**config.mk**
```make
export PLATFORM = sky130hd
export DESIGN_NAME = output_argmax_scorer
export DESIGN_NICKNAME = d
export VERILOG_FILES = /design/src/rtl/output_argmax_scorer_pkg.sv /design/src/rtl/output_argmax_scorer_track.sv /design/src/rtl/output_argmax_scorer.sv
export SDC_FILE = /design/constraint.sdc
export NUM_CORES = 1
export LEC_CHECK = 0
export CORE_UTILIZATION = 40
export CTS_CLUSTER_DIAMETER = 30
export DETAILED_ROUTE_END_ITERATION = 12
export GPL_TIMING_DRIVEN = 0
export PLACE_DENSITY_LB_ADDON = 0.05
export SETUP_SLACK_MARGIN = 0.5
export SLEW_MARGIN = 25
export SYNTH_ARGS = -nofsm -noshare
export SYNTH_HDL_FRONTEND = slang
export SYNTH_SLANG_ARGS = --single-unit
```
**constraint.sdc**
```tcl
create_clock -name clk -period 2.3 [get_ports clk]
set_clock_uncertainty 0.05 [all_clocks]
set_input_delay 0.23 -clock clk [delete_from_list [all_inputs] [get_ports clk]]
set_output_delay 0.23 -clock clk [all_outputs]
set_load 0.1 [all_outputs]
```
**src/rtl/output_argmax_scorer_pkg.sv**
```systemverilog
// Shared defaults, label type and scorer FSM states for the SNN output-layer scorer.
package snn_out_pkg;
  localparam int DEF_NUM_CLASSES = 10;
  localparam int DEF_VOLT_W      = 14;
  localparam int DEF_CNT_W       = 16;

  typedef logic [3:0] label_t;

  typedef enum logic [1:0] {
    COLLECT    = 2'd0,
    WAIT_LABEL = 2'd1,
    RESULT     = 2'd2
  } state_t;
endpackage

```
**src/rtl/output_argmax_scorer_track.sv**
```systemverilog
// Running argmax over serial voltage beats; lowest index wins ties. Latency 1 cycle, no backpressure.
// ARGMAX_MARGIN_EN adds a second_best register and a best - second_best margin output.
module argmax_track #(
  parameter int VOLT_W = 14,
  parameter int IDX_W  = 4
) (
  input  logic              clk,
  input  logic              rst,
  input  logic              load,
  input  logic              update,
  input  logic [IDX_W-1:0]  idx,
  input  logic [VOLT_W-1:0] v_data,
  output logic [IDX_W-1:0]  best_idx
`ifdef ARGMAX_MARGIN_EN
  ,
  output logic [VOLT_W:0]   margin
`endif
);
  logic signed [VOLT_W-1:0] vin;
  logic signed [VOLT_W-1:0] best_q, best_d;
  logic [IDX_W-1:0]         idx_q, idx_d;

  assign vin      = $signed(v_data);
  assign best_idx = idx_q;

  always_comb begin
    best_d = best_q;
    idx_d  = idx_q;
    if (load) begin
      best_d = vin;
      idx_d  = '0;
    end else if (update && (vin > best_q)) begin
      best_d = vin;
      idx_d  = idx;
    end
  end

  always_ff @(posedge clk or posedge rst) begin
    if (rst) begin
      best_q <= '0;
      idx_q  <= '0;
    end else begin
      best_q <= best_d;
      idx_q  <= idx_d;
    end
  end

`ifdef ARGMAX_MARGIN_EN
  logic signed [VOLT_W-1:0] sec_q, sec_d;
  logic                     sec_vld_q, sec_vld_d;

  // A beat that does not beat best (including a tie) competes for second place.
  always_comb begin
    sec_d     = sec_q;
    sec_vld_d = sec_vld_q;
    if (load) begin
      sec_vld_d = 1'b0;
    end else if (update) begin
      sec_vld_d = 1'b1;
      if (vin > best_q) begin
        sec_d = best_q;
      end else if (!sec_vld_q || (vin > sec_q)) begin
        sec_d = vin;
      end
    end
  end

  always_ff @(posedge clk or posedge rst) begin
    if (rst) begin
      sec_q     <= '0;
      sec_vld_q <= 1'b0;
    end else begin
      sec_q     <= sec_d;
      sec_vld_q <= sec_vld_d;
    end
  end

  assign margin = {best_q[VOLT_W-1], best_q} - {sec_q[VOLT_W-1], sec_q};
`endif
endmodule

```
**src/rtl/output_argmax_scorer.sv**
```systemverilog
// Scores one image of serial output-neuron voltages (argmax vs label) and keeps saturating counters.
// res_valid 1 cycle after later of last beat/label; v_ready low until result accepted. ARGMAX_MARGIN_EN adds margin.
module output_argmax_scorer
  import snn_out_pkg::*;
#(
  parameter int NUM_CLASSES = DEF_NUM_CLASSES,
  parameter int VOLT_W      = DEF_VOLT_W,
  parameter int CNT_W       = DEF_CNT_W
) (
  input  logic              clk,
  input  logic              reset,
  input  logic              clear_stats,
  input  logic              v_valid,
  output logic              v_ready,
  input  logic [VOLT_W-1:0] v_data,
  input  logic              label_valid,
  input  label_t            label,
  output logic              res_valid,
  input  logic              res_ready,
  output label_t            guess,
  output logic              correct,
  output logic [CNT_W-1:0]  img_count,
  output logic [CNT_W-1:0]  correct_count
`ifdef ARGMAX_MARGIN_EN
  ,
  output logic [VOLT_W:0]   margin
`endif
);
  localparam label_t           LAST_IDX = label_t'(NUM_CLASSES - 1);
  localparam logic [CNT_W-1:0] CNT_MAX  = '1;

  state_t           state_q, state_d;
  label_t           idx_q, idx_d;
  label_t           label_q, label_d;
  logic             label_held_q, label_held_d;
  logic [CNT_W-1:0] img_q, img_d;
  logic [CNT_W-1:0] corr_q, corr_d;

  logic beat, last_beat, label_take, accept, label_ok;

  assign v_ready    = (state_q == COLLECT);
  assign res_valid  = (state_q == RESULT);
  assign beat       = v_valid & v_ready;
  assign last_beat  = beat && (idx_q == LAST_IDX);
  assign label_take = label_valid && !label_held_q && (state_q != RESULT);
  assign accept     = res_valid && res_ready;
  assign label_ok   = ({1'b0, label_q} < 5'(NUM_CLASSES));
  assign correct    = res_valid && label_held_q && label_ok && (guess == label_q);

  assign img_count     = img_q;
  assign correct_count = corr_q;

  always_comb begin
    state_d      = state_q;
    idx_d        = idx_q;
    label_d      = label_q;
    label_held_d = label_held_q;
    if (label_take) begin
      label_d      = label;
      label_held_d = 1'b1;
    end
    case (state_q)
      COLLECT: begin
        if (beat) begin
          idx_d = last_beat ? '0 : idx_q + label_t'(1);
          if (last_beat) begin
            state_d = (label_held_q || label_take) ? RESULT : WAIT_LABEL;
          end
        end
      end
      WAIT_LABEL: begin
        if (label_take) begin
          state_d = RESULT;
        end
      end
      RESULT: begin
        if (res_ready) begin
          label_held_d = 1'b0;
          idx_d        = '0;
          state_d      = COLLECT;
        end
      end
      default: state_d = COLLECT;
    endcase
  end

  // Clear wins over a same-cycle accept, so that image is never counted.
  always_comb begin
    img_d  = img_q;
    corr_d = corr_q;
    if (clear_stats) begin
      img_d  = '0;
      corr_d = '0;
    end else if (accept) begin
      if (img_q != CNT_MAX) begin
        img_d = img_q + CNT_W'(1);
      end
      if (correct && (corr_q != CNT_MAX)) begin
        corr_d = corr_q + CNT_W'(1);
      end
    end
  end

  always_ff @(posedge clk or posedge reset) begin
    if (reset) begin
      state_q      <= COLLECT;
      idx_q        <= '0;
      label_q      <= '0;
      label_held_q <= 1'b0;
      img_q        <= '0;
      corr_q       <= '0;
    end else begin
      state_q      <= state_d;
      idx_q        <= idx_d;
      label_q      <= label_d;
      label_held_q <= label_held_d;
      img_q        <= img_d;
      corr_q       <= corr_d;
    end
  end

  argmax_track #(
    .VOLT_W (VOLT_W),
    .IDX_W  (4)
  ) u_track (
    .clk      (clk),
    .rst      (reset),
    .load     (beat && (idx_q == '0)),
    .update   (beat && (idx_q != '0)),
    .idx      (idx_q),
    .v_data   (v_data),
    .best_idx (guess)
`ifdef ARGMAX_MARGIN_EN
    ,
    .margin   (margin)
`endif
  );
endmodule

```
Word level (Yosys, flattened, before mapping) --
Index checks and enable logic that the tools add are counted. Widths: inputs -> output; s select.
Word-level totals: memories 0, bits in read-only memories 0, word-level logic and storage cells 73, bits in registers 61, output and inout bits 39, input port bits 24, RAM bits 0, latch bits 0
Cells by class: add/subtract/negate cells 3, reduce and logical (&&, ||, !) cells 25, mux-type cells 23, equality and inequality tests 11, div/mod/pow operators 0, magnitude comparators 2, $mul 0, bitwise gates (word level) 1, shift-type cells 0
Operators by type and width (number):
- $mux 16 | 6
- $add 16x1->16 const B | 2
- $ne 16x16->1 const B | 2
- $mux 14 | 2
- $mux 4 | 5
- $gt 14x14->1 | 1
- $logic_and 1x1->1 | 11
- $mux 2 | 5
- $reduce_bool 2->1 | 5
- $pmux 4 s2 | 1
- $ne 2x1->1 const B | 3
- $pmux 2 s3 | 1
- $add 4x1->4 const B | 1
- $eq 4x4->1 | 1
- $eq 4x4->1 const B | 1
- $logic_not 4->1 | 1
- $lt 4x4->1 const B | 1
- $ne 2x2->1 const B | 2
- $reduce_and 2->1 | 2
- $reduce_and 4->1 | 1
- $reduce_bool 4->1 | 1
- $mux 1 | 3
- $reduce_and 3->1 | 1
- $eq 2x1->1 const B | 1
- other kinds (5) | 5

Longest topological paths before layout --
Gate-level depths: netlist of run 1.
depth after elaboration 8, gate-level depth with buffers 9, mapped depth without buffers 7

By module --
Synthesis of run 1 repeated with hierarchy kept, for this count alone.
Unflattened totals: cell total of the unflattened synthesis 406, area total of the unflattened synthesis 3762.4 um^2
Modules (own cells, without submodules):
- output_argmax_scorer | seq. area each 1076.0 um^2, instances 1, cells each 257, area each 2383.5 um^2
- argmax_track | seq. area each 450.4 um^2, instances 1, cells each 149, area each 1378.8 um^2

Worst setup path after synthesis of run 1 --
Ideal clock, no wire load.
kind register to output, from register u_track.idx_q[1] (netlist: u_track.best_idx[1]), to output correct, path buffers 0, required time 2.020 ns, cell stages (with the launch flop) 5, arrival time 2.553 ns, setup slack -0.533 ns, path through dfrtp_1 or4_4 nor4b_4 or2_1 and2_1
On the way: cells in the longest elaborated chain, start to end 2
RTL lines:
- start, declared | RTL line output_argmax_scorer_track.sv:21 | logic [IDX_W-1:0] idx_q, idx_d;
- start signal, assigned | RTL line output_argmax_scorer_track.sv:44 | idx_q <= idx_d;
- $eq 4x4->1 | RTL line output_argmax_scorer.sv:48 | assign correct = res_valid && label_held_q && label_ok && (guess == label_q);
- $logic_and 1x1->1 | RTL line output_argmax_scorer.sv:48
- end, declared | RTL line output_argmax_scorer.sv:21 | output logic correct,
No other way between the ends.

Worst setup path in the final report of run 1 --
from register u_track.idx_q[1] (netlist: u_track.best_idx[1]), to register corr_q[4] (netlist: correct_count[4])
On the way: cells in the longest elaborated chain, start to end 5
RTL lines:
- $eq 4x4->1 | RTL line output_argmax_scorer.sv:48
- $logic_and 1x1->1 | RTL line output_argmax_scorer.sv:48
- $logic_and 1x1->1 | RTL line output_argmax_scorer.sv:98 | if (correct && (corr_q != CNT_MAX)) begin
- $reduce_bool 2->1 (no source line)
- $reduce_and 2->1 (no source line)
- end signal, assigned | RTL line output_argmax_scorer.sv:118 | corr_q <= corr_d;
- end, declared | RTL line output_argmax_scorer.sv:37 | logic [CNT_W-1:0] corr_q, corr_d;
No other way between the ends. A chain may end at the register's enable or synchronous reset.

==> results of run 1 <==
[state kept, by name, indices dropped and copies added, names as in the netlist]
signal            flops
correct_count        16
img_count            16
u_track.best_q       14
idx_q                 4
label_q               4
u_track.best_idx      4
state_q               2
label_held_q          1
[metrics by stage]
stage | area (um2) | setup slack, ns | cells | power [mW] | util [%]
2_1_floorplan | 3980 | -0.133 | 386 | 3.07 | -
3_3_place_gp | 4730 | -0.925 | 555 | 3.51 | 53.9
3_5_place_dp | 4760 | -0.771 | 556 | 3.54 | 54.3
4_1_cts | 5930 | -0.193 | 624 | 5.68 | 67.7
5_1_grt | 6360 | -0.212 | 647 | 6.53 | 72.6
6_report | 6360 | -0.127 | 647 | 6.23 | 72.6
[kinds of logic (layout without fill, tap and decap cells)]
group	after synthesis	count (layout)
AOI/OAI and AO/OA	94	94
muxes	11	11
adders and majority gates	19	19
buffers and inverters	49	202
DFF	61	61
and+or+nand+nor	137	137
xor gates and xnor gates	15	15
[worst max-delay path, cell delays in order, from the launching register on]
cell and delay (ns):
dfrtp_2 0.41, or4_4 0.53, nor4b_4 0.34, buf_4 0.19, o21ai_4 0.07, buf_6 0.14
or4_4 0.48, a21oi_2 0.13
[cell usage after synthesis, types with 9 or more instances]
library cell	number	area share, %
a21oi_1	21	2.9
clkbuf_1	14	1.4
inv_1	29	3.0
xnor2_1	15	3.6
nand2_1	31	3.2
nand3_1	12	1.6
o311ai_1	13	3.1
o211ai_1	14	2.9
dfrtp_1	61	42
nor2_1	28	2.9
or4_1	9	1.9
ha_1	19	6.5
o31ai_1	12	2.5
[metal layers]
layer / vias up / track usage (%) / wire length (um)
met4: 0 / 7.13 / 169
met2: 89 / 41.2 / 5930
li1: 1729 / - / -
met3: 17 / 3.88 / 389
met1: 1813 / 29.5 / 4990
met5: - / 0 / 0
[path summary, 6_finish.rpt]
check	endpoint	cells past startpoint	start	slack (ns)
worst min register to register	u_track.best_q[0]$_DFFE_PP0P_	1	u_track.best_q[0]$_DFFE_PP0P_	0.48
worst min-delay path	correct_count[8]$_DFFE_PP0P_	2	reset	0.12
worst max register to register	correct_count[4]$_DFFE_PP0P_	7	u_track.best_idx[1]$_DFFE_PP0P_	-0.13
max in group asynchronous	correct_count[14]$_DFFE_PP0P_	3	reset	1.55
min in group clk	u_track.best_q[11]$_DFFE_PP0P_	3	v_data[11]	0.34
worst max-delay path	correct_count[4]$_DFFE_PP0P_	7	u_track.best_idx[1]$_DFFE_PP0P_	-0.13
[layout make-up]
type / instances / area (um2)
Multi-Input combinational cell: 276 / 2750
Fill cell: 616 / 2400
Sequential cell: 61 / 1570
Timing Repair Buffer: 137 / 1350
Buffer: 20 / 223
Clock buffer: 13 / 169
Tap cell: 108 / 135
Inverter: 29 / 115
Clock inverter: 3 / 42.5
[where the power goes]
group          internal [mW]  total [mW]  switching [mW]  leakage (nW)
logic                   1.87        3.68            1.81          1.57
registers               1.32        1.50           0.179         0.745
clock network          0.589        1.05           0.459         0.106
[timing repair]
item,in CTS,in global routing
buffers inserted,50,22
gates cloned,2,1
gates resized for setup,226,54
pin swaps,34,37
setup endpoints to repair,80,46
==> metrics, run 1 <==
outcome=complete, but fails checks; violated checks=setup timing; share of cells above drive strength 1=54.9%; core area=8760 um2; Row Count=34; slack of the critical path=-0.127 ns; Ys Warns=0; worst hold slack=0.120 ns; Critical Path Source Type=flip-flop; worst skew pair latency=0.34 ns; vias in the first global route=3,596; adder-cell area share of the yosys netlist=6.52%; Final Max Slew Viols=0; Worst VDD drop=1.04 mV; total gr overflow=0; Cell Area, Synth=3650 um2; Hold Path Class=primary input to asynchronous set/reset pin; Syn Area/Cell=9.45 um2; CP Data Arrival Time=2.63 ns; Power per Cell Area=979 nW/um2; vias=3,648; first-iteration detailed-routing DRC count=124; # diodes=0; drt wl/cell=17.7 um; Final Hold Viols=0; gr usage total=23.5%; mux share of post-synthesis cell area=3.33%; Root Driver=clkbuf_8; clock slew at reported path FFs=0.08 ns; Area growth syn-to-layout=74.4%; Mapped Cells=386; Post-synth EDFFs=0; final setup TNS=-0.811 ns; post-synth net total=429; commonest non-fill, non-tap cell in the layout=buf_4; WP data required=2.51 ns; Post-synth top flop=dfrtp_1; largest family of logic cells by synthesized area=simple AND/OR/NAND/NOR gates; worst slew pin tran=0.601 ns; Die Wd=97.5 um; Seq cells post-synth=61; number of CTS-inserted buffers=9; Compound-Gate Fraction of Synth Area=18.3%; RSZ-0062 raised after global routing=true; fin nets=577; most frequent cells in the layout=53 x buf_4, 36 x dfrtp_2, 36 x clkdlybuf4s15_2; via/cell ratio=5.64; initial antenna violation count=0; clk buf depth=2; overall die area=9500 um2; asr flop ratio synth=100%; HPWL Detailed=6530 um; worst-path fanout max=7; Sink Count=61; Max transition margin=59.9%; hold_buf cts=0; DRC Markers=0; Initial Utilization=41.6%; post-route ant nets=0; Simple-Gate Fraction of Synth Area=21.1%; CTS H-tree depth=3; die span in y=97.5 um; post-layout minimum cycle time=2.43 ns; global-route wire length before repair=18,000 um; Seq/Total Area, Yosys=41.9%; period utilization=106%; IO Pins=63; Total Wirelength=11,500 um; Static Leakage=2.42 nW; crit path kind=flip-flop to flip-flop; CTS tree=built; crit path capture type=flip-flop; final setup fails=13; DRT Pass-1 Iters=4; Netlist cell types=54; Post-Synth XOR/XNOR Area=3.60%; largest net degree at the start of global routing=46; Fmax achieved=412 MHz; Routability Congestion=0.810; MaxCap Viol Count=0; IO buf count=61
Power figures use the tool's default switching activity.
==> run 2, diff against run 1 <==
--- a/config.mk
+++ b/config.mk
@@ -11,6 +11,7 @@
 export GPL_TIMING_DRIVEN = 0
 export PLACE_DENSITY_LB_ADDON = 0.05
 export SETUP_SLACK_MARGIN = 0.5
+export SKIP_LAST_GASP = 1
 export SLEW_MARGIN = 25
 export SYNTH_ARGS = -nofsm -noshare
 export SYNTH_HDL_FRONTEND = slang
==> metrics, run 2 (synthesis results as in run 1) <==
cell family contributing the most delay on the critical path=simple AND/OR/NAND/NOR gates (unchanged); HPWL Detailed=6530 um (unchanged); Routability Congestion=0.810 (unchanged); DRC Markers=0 (unchanged); hold_buf cts=0 (unchanged); WP data required=2.50 ns (was 2.51 ns); vias=3,598 (was 3,648); worst skew pair latency=0.34 ns (about the same); MaxCap Viol Count=0 (unchanged); post-layout minimum cycle time=2.44 ns (was 2.43 ns); gr usage total=23.3% (was 23.5%); Initial Utilization=41.6% (unchanged); # diodes=0 (unchanged); largest net degree at the start of global routing=46 (unchanged); initial antenna violation count=0 (unchanged); global-route wire length before repair=17,700 um (was 18,000 um); vias in the first global route=3,565 (was 3,596); overall die area=9500 um2 (unchanged); drt wl/cell=17.5 um (was 17.7 um); violated checks=setup timing (unchanged); Total Wirelength=11,200 um (was 11,500 um); total gr overflow=0 (unchanged); crit path kind=flip-flop to flip-flop (unchanged); RSZ-0062 raised after global routing=true (unchanged); final setup TNS=-0.977 ns (was -0.811 ns); Final Max Slew Viols=0 (unchanged); most frequent cells in the layout=52 x buf_4, 36 x dfrtp_2, 36 x clkdlybuf4s15_2 (was 53 x buf_4, 36 x dfrtp_2, 36 x clkdlybuf4s15_2); first-iteration detailed-routing DRC count=90 (was 124); reg-to-reg endpoint=correct_count[4]$_DFFE_PP0P_ (unchanged); Static Leakage=2.37 nW (was 2.42 nW); outcome=complete, but fails checks (unchanged); crit path cell chain=or4_4, nor4b_4, buf_4, o21ai_4, buf_6, or4_4, a21oi_2 (unchanged); worst path bufs/invs=2 (unchanged); post-route ant nets=0 (unchanged); fin nets=570 (was 577); die span in y=97.5 um (unchanged); worst slew pin tran=0.595 ns (was 0.601 ns); cell mode on critical path=or4_4 (unchanged); slowest stage cell, crit path=or4_4 (unchanged); total power draw=5.95 mW (was 6.23 mW); reg2reg setup slack=-0.14 ns (was -0.13 ns); Worst R2R Start=u_track.best_idx[1]$_DFFE_PP0P_ (unchanged); period utilization=106% (about the same); Max transition margin=60.3% (was 59.9%); Critical Path Source Type=flip-flop (unchanged); crit path capture type=flip-flop (unchanged); Die Wd=97.5 um (unchanged); Sink Count=61 (unchanged); share of cells above drive strength 1=52.8% (was 54.9%); Worst VDD drop=0.894 mV (was 1.04 mV); worst-path fanout max=7 (unchanged); IO Pins=63 (unchanged); DRT Pass-1 Iters=4 (unchanged); via/cell ratio=5.62 (was 5.64); clock slew at reported path FFs=0.08 ns (about the same); slack of the critical path=-0.139 ns (was -0.127 ns); clk buf depth=2 (unchanged); IO buf count=61 (unchanged); final setup fails=14 (was 13); commonest non-fill, non-tap cell in the layout=buf_4 (unchanged); number of CTS-inserted buffers=9 (unchanged); CTS H-tree depth=3 (unchanged); CP peak stage delay=0.53 ns (about the same); CP Data Arrival Time=2.64 ns (was 2.63 ns); Fmax achieved=410 MHz (was 412 MHz); Row Count=34 (unchanged); Levels on crit path=7 (unchanged); CTS tree=built (unchanged); Power per Cell Area=957 nW/um2 (was 979 nW/um2); Root Driver=clkbuf_8 (unchanged); core area=8760 um2 (unchanged); Hold Path Class=primary input to asynchronous set/reset pin (unchanged); reg2reg path depth=7 (unchanged); Area growth syn-to-layout=70.5% (was 74.4%); Final Hold Viols=0 (unchanged)
## run 2: cell count changes in the layout (fill, tap and decap cells not counted), moves of 2 or more
cell,before,now
or4_4,6,4
o311ai_4,12,10
or4_1,4,6
clkbuf_16,2,0
nor3_2,3,1
buf_6,24,19
o311ai_2,0,2
## run 2: layout make-up
cell class | count | area [um2]
fillers | 633 | 2550
flip-flops and latches | 61 | 1570
multi-input cells | 276 | 2710
repair buffers | 130 | 1280
well taps | 108 | 135
inverters | 29 | 115
plain buffers | 20 | 193
clock buffers | 13 | 169
clock inverters | 3 | 42.5
## run 2: how the worst max path moves through the flow
| stage | endpoint | start | slack (ns) |
|---|---|---|---|
| floorplan | correct_count[5]$_DFFE_PP0P_ | u_track.best_idx[1]$_DFFE_PP0P_ | -0.13 |
| detailed placement | correct | u_track.best_idx[1]$_DFFE_PP0P_ | -0.77 |
| finish | correct_count[4]$_DFFE_PP0P_ | u_track.best_idx[1]$_DFFE_PP0P_ | -0.14 |
| global placement | u_track.best_idx[2]$_DFFE_PP0P_ | reset | -0.93 |
| global route | correct_count[4]$_DFFE_PP0P_ | label_q[1]$_DFFE_PP0P_ | -0.21 |
| CTS | correct | u_track.best_idx[1]$_DFFE_PP0P_ | -0.19 |
## run 2: report_power, final
part           internal, mW  switching (mW)  total (mW)  leakage [nW]
Combinational          1.68            1.73        3.41          1.52
Clock                 0.589           0.460        1.05         0.106
Sequential             1.32           0.172        1.49         0.745
## run 2: timing repair
action / in CTS / in global routing
buffers inserted: 50 / 16
gates resized for setup: 203 / 60
pin swaps: 33 / 31
setup endpoints to repair: 80 / 54
cloned: 2 / 0
## run 2: through the flow
step	worst slack (ns)	hold slack, ns	util [%]	std cells	cell area, um2
after floorplan	-0.133	0.271	-	386	3980
after global placement	-0.925	0.456	53.9	555	4730
after detailed placement	-0.771	0.460	54.3	556	4760
after CTS	-0.193	0.115	66.2	624	5800
after global routing	-0.212	0.128	70.9	640	6220
final	-0.139	0.121	70.9	640	6220
## run 2: layer usage
metal,up-vias,track usage (%),share of wire (%)
li1,1712,-,-
met1,1790,28.8,44
met5,-,0,0
met3,19,3.67,3.1
met2,77,41.4,51
met4,0,7.24,1.6
==> run 3, diff against run 2 <==
--- a/config.mk
+++ b/config.mk
@@ -9,7 +9,9 @@
 export CTS_CLUSTER_DIAMETER = 30
 export DETAILED_ROUTE_END_ITERATION = 12
 export GPL_TIMING_DRIVEN = 0
+export MAX_ROUTING_LAYER = met4
 export PLACE_DENSITY_LB_ADDON = 0.05
+export RECOVER_POWER = 25
 export SETUP_SLACK_MARGIN = 0.5
 export SKIP_LAST_GASP = 1
 export SLEW_MARGIN = 25
==> metrics, run 3 (synthesis results as in run 1) <==
outcome=complete, but fails checks (unchanged); violated checks=setup timing (unchanged); worst path bufs/invs=1 (was 2); Final Hold Viols=0 (unchanged); clk buf depth=2 (unchanged); via/cell ratio=5.67 (was 5.62); vias in the first global route=3,568 (was 3,565); drt wl/cell=17.6 um (was 17.5 um); WP data required=2.02 ns (was 2.50 ns); gr usage total=24.0% (was 23.3%); post-layout minimum cycle time=2.44 ns (about the same); RSZ-0062 raised after global routing=true (unchanged); worst-path fanout max=3 (was 7); clock slew at reported path FFs=0.07 ns (was 0.08 ns); crit path cell chain=or4_4, nor4b_4, or2_1, and2_4, buf_12 (was or4_4, nor4b_4, buf_4, o21ai_4, buf_6, or4_4, a21oi_2); first-iteration detailed-routing DRC count=79 (was 90); slack of the critical path=-0.139 ns (about the same); Final Max Slew Viols=0 (unchanged); Levels on crit path=5 (was 7); core area=8760 um2 (unchanged); global-route wire length before repair=17,700 um (about the same); # diodes=0 (unchanged); Root Driver=clkbuf_8 (unchanged); IO Pins=63 (unchanged); Sink Count=61 (unchanged); HPWL Detailed=6530 um (unchanged); period utilization=106% (about the same); vias=3,631 (was 3,598); DRT Pass-1 Iters=4 (unchanged); WHS Path Cells=3; largest net degree at the start of global routing=46 (unchanged); final setup TNS=-1.00 ns (was -0.977 ns); Total Wirelength=11,200 um (about the same); overall die area=9500 um2 (unchanged); Initial Utilization=41.6% (unchanged); reg2reg path depth=7 (unchanged); cell family contributing the most delay on the critical path=simple AND/OR/NAND/NOR gates (unchanged); Hold Path Class=primary input to flip-flop (was primary input to asynchronous set/reset pin); commonest non-fill, non-tap cell in the layout=buf_4 (unchanged); Die Wd=97.5 um (unchanged); total gr overflow=0 (unchanged); Fmax achieved=410 MHz (about the same); post-route ant nets=0 (unchanged); CP Data Arrival Time=2.16 ns (was 2.64 ns); DRC Markers=0 (unchanged); CP peak stage delay=0.53 ns (about the same); worst slew pin tran=1.05 ns (was 0.595 ns); CTS tree=built (unchanged); IO buf count=61 (unchanged); MaxCap Viol Count=0 (unchanged); Routability Congestion=0.821 (was 0.810); Static Leakage=2.36 nW (was 2.37 nW); fill cell count=637 (was 633); fin nets=570 (unchanged); crit path kind=flip-flop to primary output (was flip-flop to flip-flop); Worst VDD drop=0.895 mV (was 0.894 mV); Register Area=1570 um2 (unchanged); number of CTS-inserted buffers=9 (unchanged); footprint of the multi-input gates=2710 um2 (unchanged); share of cells above drive strength 1=52.8% (unchanged); worst skew pair latency=0.34 ns (about the same); final setup fails=14 (unchanged); Power per Cell Area=961 nW/um2 (was 957 nW/um2); Max transition margin=30.0% (was 60.3%); slowest stage cell, crit path=or4_4 (unchanged); CTS H-tree depth=3 (unchanged); die span in y=97.5 um (unchanged); worst hold slack=0.323 ns (was 0.121 ns); crit path capture type=primary output (was flip-flop); most frequent cells in the layout=52 x buf_4, 36 x dfrtp_2, 36 x clkdlybuf4s15_2 (unchanged); Area growth syn-to-layout=69.8% (was 70.5%); Critical Path Source Type=flip-flop (unchanged); Row Count=34 (unchanged); initial antenna violation count=0 (unchanged)
[run 3: cell count changes in the layout (fill, tap and decap cells not counted), sizes merged]
cell | previous run | this run
inv | 28 | 27
clkinvlp | 2 | 3
clkdlybuf4s50 | 17 | 16
dlygate4sd3 | 0 | 1
[run 3: what timing repair did]
action                                  in CTS  in global routing
setup buffers                               50                 16
pin swaps                                   33                 31
cloned                                       2                  0
resized for setup                          203                 60
hold buffers                                 0                  0
endpoints found under the setup margin      80                 54
[run 3: area by class of cell]
cell class	instances	area share, %
multi-input combinational	276	43.7
buffer	20	3.11
timing repair buffer	130	20.3
inverter	29	1.84
clock buffer	13	2.73
tap	108	2.18
sequential	61	25.4
clock inverter	3	0.687
[run 3: worst paths after layout]
check	startpoint	endpoint	slack, ns
max	u_track.best_idx[1]$_DFFE_PP0P_	correct	-0.14
min	v_data[11]	u_track.best_q[11]$_DFFE_PP0P_	0.32
max reg2reg	u_track.best_idx[1]$_DFFE_PP0P_	correct_count[4]$_DFFE_PP0P_	-0.14
min reg2reg	u_track.best_q[0]$_DFFE_PP0P_	u_track.best_q[0]$_DFFE_PP0P_	0.48
max in group asynchronous	reset	correct_count[14]$_DFFE_PP0P_	0.31
min in group asynchronous	reset	img_count[11]$_DFFE_PP0P_	0.37
[run 3: stage by stage]
stage | power, mW | instances | utilization [%] | cell area, um2 | worst slack, ns
2_1_floorplan | 3.07 | 386 | - | 3980 | -0.133
3_3_place_gp | 3.51 | 555 | 53.9 | 4730 | -0.925
3_5_place_dp | 3.54 | 556 | 54.3 | 4760 | -0.771
4_1_cts | 5.43 | 624 | 66.2 | 5800 | -0.193
5_1_grt | 6.25 | 640 | 70.7 | 6190 | -0.212
6_report | 5.95 | 640 | 70.7 | 6190 | -0.139
[run 3: tightest hold or removal path, cell delays in order]
cell           delay (ns)
dlygate4sd2_1        0.29
nand2_1              0.08
o311ai_1             0.08
[run 3: report_power, final]
part | leakage [nW] | switching, mW | internal (mW)
clock network | 0.106 | 0.463 | 0.589
registers | 0.745 | 0.171 | 1.32
logic | 1.51 | 1.73 | 1.68
total | 2.36 | 2.37 | 3.59
[run 3: layer usage]
metal  track usage (%)  up-vias  part of all wire (%)
met1              28.9     1812                    44
met4              6.56        0                   1.5
li1                  -     1711                     -
met2              41.3       90                    51
met3              4.10       18                   3.0
met5                 -        -                     0
==> patch, RTL diff (flow settings as in run 1) <==
Compare `idx_q` against `LAST_IDX` with >= in place of ==.
--- a/src/rtl/output_argmax_scorer.sv
+++ b/src/rtl/output_argmax_scorer.sv
@@ -43,3 +43,3 @@
   assign beat       = v_valid & v_ready;
-  assign last_beat  = beat && (idx_q == LAST_IDX);
+  assign last_beat  = beat && (idx_q >= LAST_IDX);
   assign label_take = label_valid && !label_held_q && (state_q != RESULT);
Function: no difference found for any inputs over 10 cycles, from zero or initial values and one cycle with reset high; that may be too few to reach the edited logic, so the function may still have changed.
==> patch against run 1 <==
Total power shrank 8.7%. Sequential cell count is the same. Maximum frequency grew 8.2%. The flow finishes with violations (DRC). Via count shrank 6.6%. Worst setup slack gained 0.18 ns. Wire length shrank 15%. Synthesized cell count grew 0.26%. Die area grew 3.0%. Final area shrank 12%. Worst hold slack gained 0.0097 ns. Synthesized area grew 3.1%.
==> patch: results <==
metrics = {
    "worst_setup_path": {
        "cp_max_fo": 7,
        "startpoint": "v_data[10]",
        "endpoint": "u_track.best_q[13]$_DFFE_PP0P_",
        "worstReg2RegStart": "u_track.best_q[9]$_DFFE_PP0P_",
        "rr_worst_depth": 9,
        "max_stage_delay_ns": 0.45,
        "worstPathArrival_ns": 2.43,
        "path_class": "in2reg",
        "rrSetupSlack_ns": 0.07,
    },
    "detailed_routing": {
        "drc_errors": 2,
        "first_pass_iters": 8,
        "finalWirelength_um": 9756,
        "drt-initial-drc-count": 118,
    },
    "placement": {
        "dp_hpwl_um": 6495,
        "routabilityCongestion": 0.7881,
    },
    "synthesis": {
        "synth_fp_nets": 430,
        "synth_common_cells": "dfrtp_1 (61), nand2_1 (33), inv_1 (28)",
        "synth_cell_types": 59,
        "synth_warnings": 0,
        "ys_seq_area_share_pct": 40.61,
    },
    "finish": {
        "fill_cells": 744,
        "drive_gt1_share_pct": 42.69,
        "final_nets": 537,
    },
    "outcome": {
        "status": "complete, but fails checks",
        "violations": "DRC",
    },
    "power": {
        "p_leak_uw": 0.002091,
        "ir_worst_vdd_mv": 0.9537,
    },
    "global_route": {
        "grtUsageTotal_pct": 19.95,
        "grt_pass1_vias": 3246,
        "grt_pass1_wl_um": 15570,
    },
    "timing": {
        "whs_ns": 0.1298,
        "slew_headroom_pct": 35.66,
        "period_minus_slack_ns": 2.243,
    },
}
patch: cell count changes in the layout (fill, tap and decap cells not counted), moves of 5 or more:
cell	before	now
a21oi_2	11	1
buf_4	53	29
o31ai_4	6	1
a21oi_1	9	23
o21ai_0	2	10
or4_4	6	1
or4_1	4	11
buf_6	24	8
o311ai_2	0	8
o311ai_4	12	5
patch: where the power goes:
part / total, uW / internal (uW) / leakage (uW) / switching, uW
logic: 3230 / 1450 / 0.00126 / 1780
clock network: 877 / 445 / 0.0000921 / 432
registers: 1580 / 1340 / 0.000743 / 241
patch: layout make-up:
class                      instances  share of cell area (%)
tap                              111                   2.489
clock buffer                      12                   2.780
clock inverter                     4                  0.4036
multi-input combinational        280                   43.43
sequential                        61                   28.23
buffer                            17                   2.691
timing repair buffer              96                   17.89
inverter                          29                   2.085
patch: kinds of logic after synthesis:
logic type | synth area share [%]
adder cells (fa/ha/maj) | 6.325
buffers and inverters | 5.259
AO/OA/AOI/OAI | 20.57
XOR/XNOR | 3.262
AND/OR/NAND/NOR | 21.34
multiplexers | 2.630
flip-flops | 40.61
patch: repair_timing:
action,in CTS,in global routing
cloned,0,2
endpoints found under the setup margin,92,59
hold buffers,0,0
gates resized for setup,141,37
pin swaps,8,20
buffers inserted,10,22
patch: per-stage QoR:
stage | power (uW) | instances | area, um2
final | 5689 | 610 | 5580
after global placement | 4065 | 559 | 4780
after global routing | 6050 | 610 | 5580
after CTS | 5150 | 586 | 5189
after detailed placement | 4122 | 560 | 4810
after floorplan | 3554 | 387 | 4030
patch: layer usage:
metal	part of all wire, %	up-vias	global-route usage, %
met5	0	-	0
met4	0.60	0	4.937
met3	3.6	5	4.823
met2	51	62	34.27
met1	45	1669	25.21
li1	-	1670	-
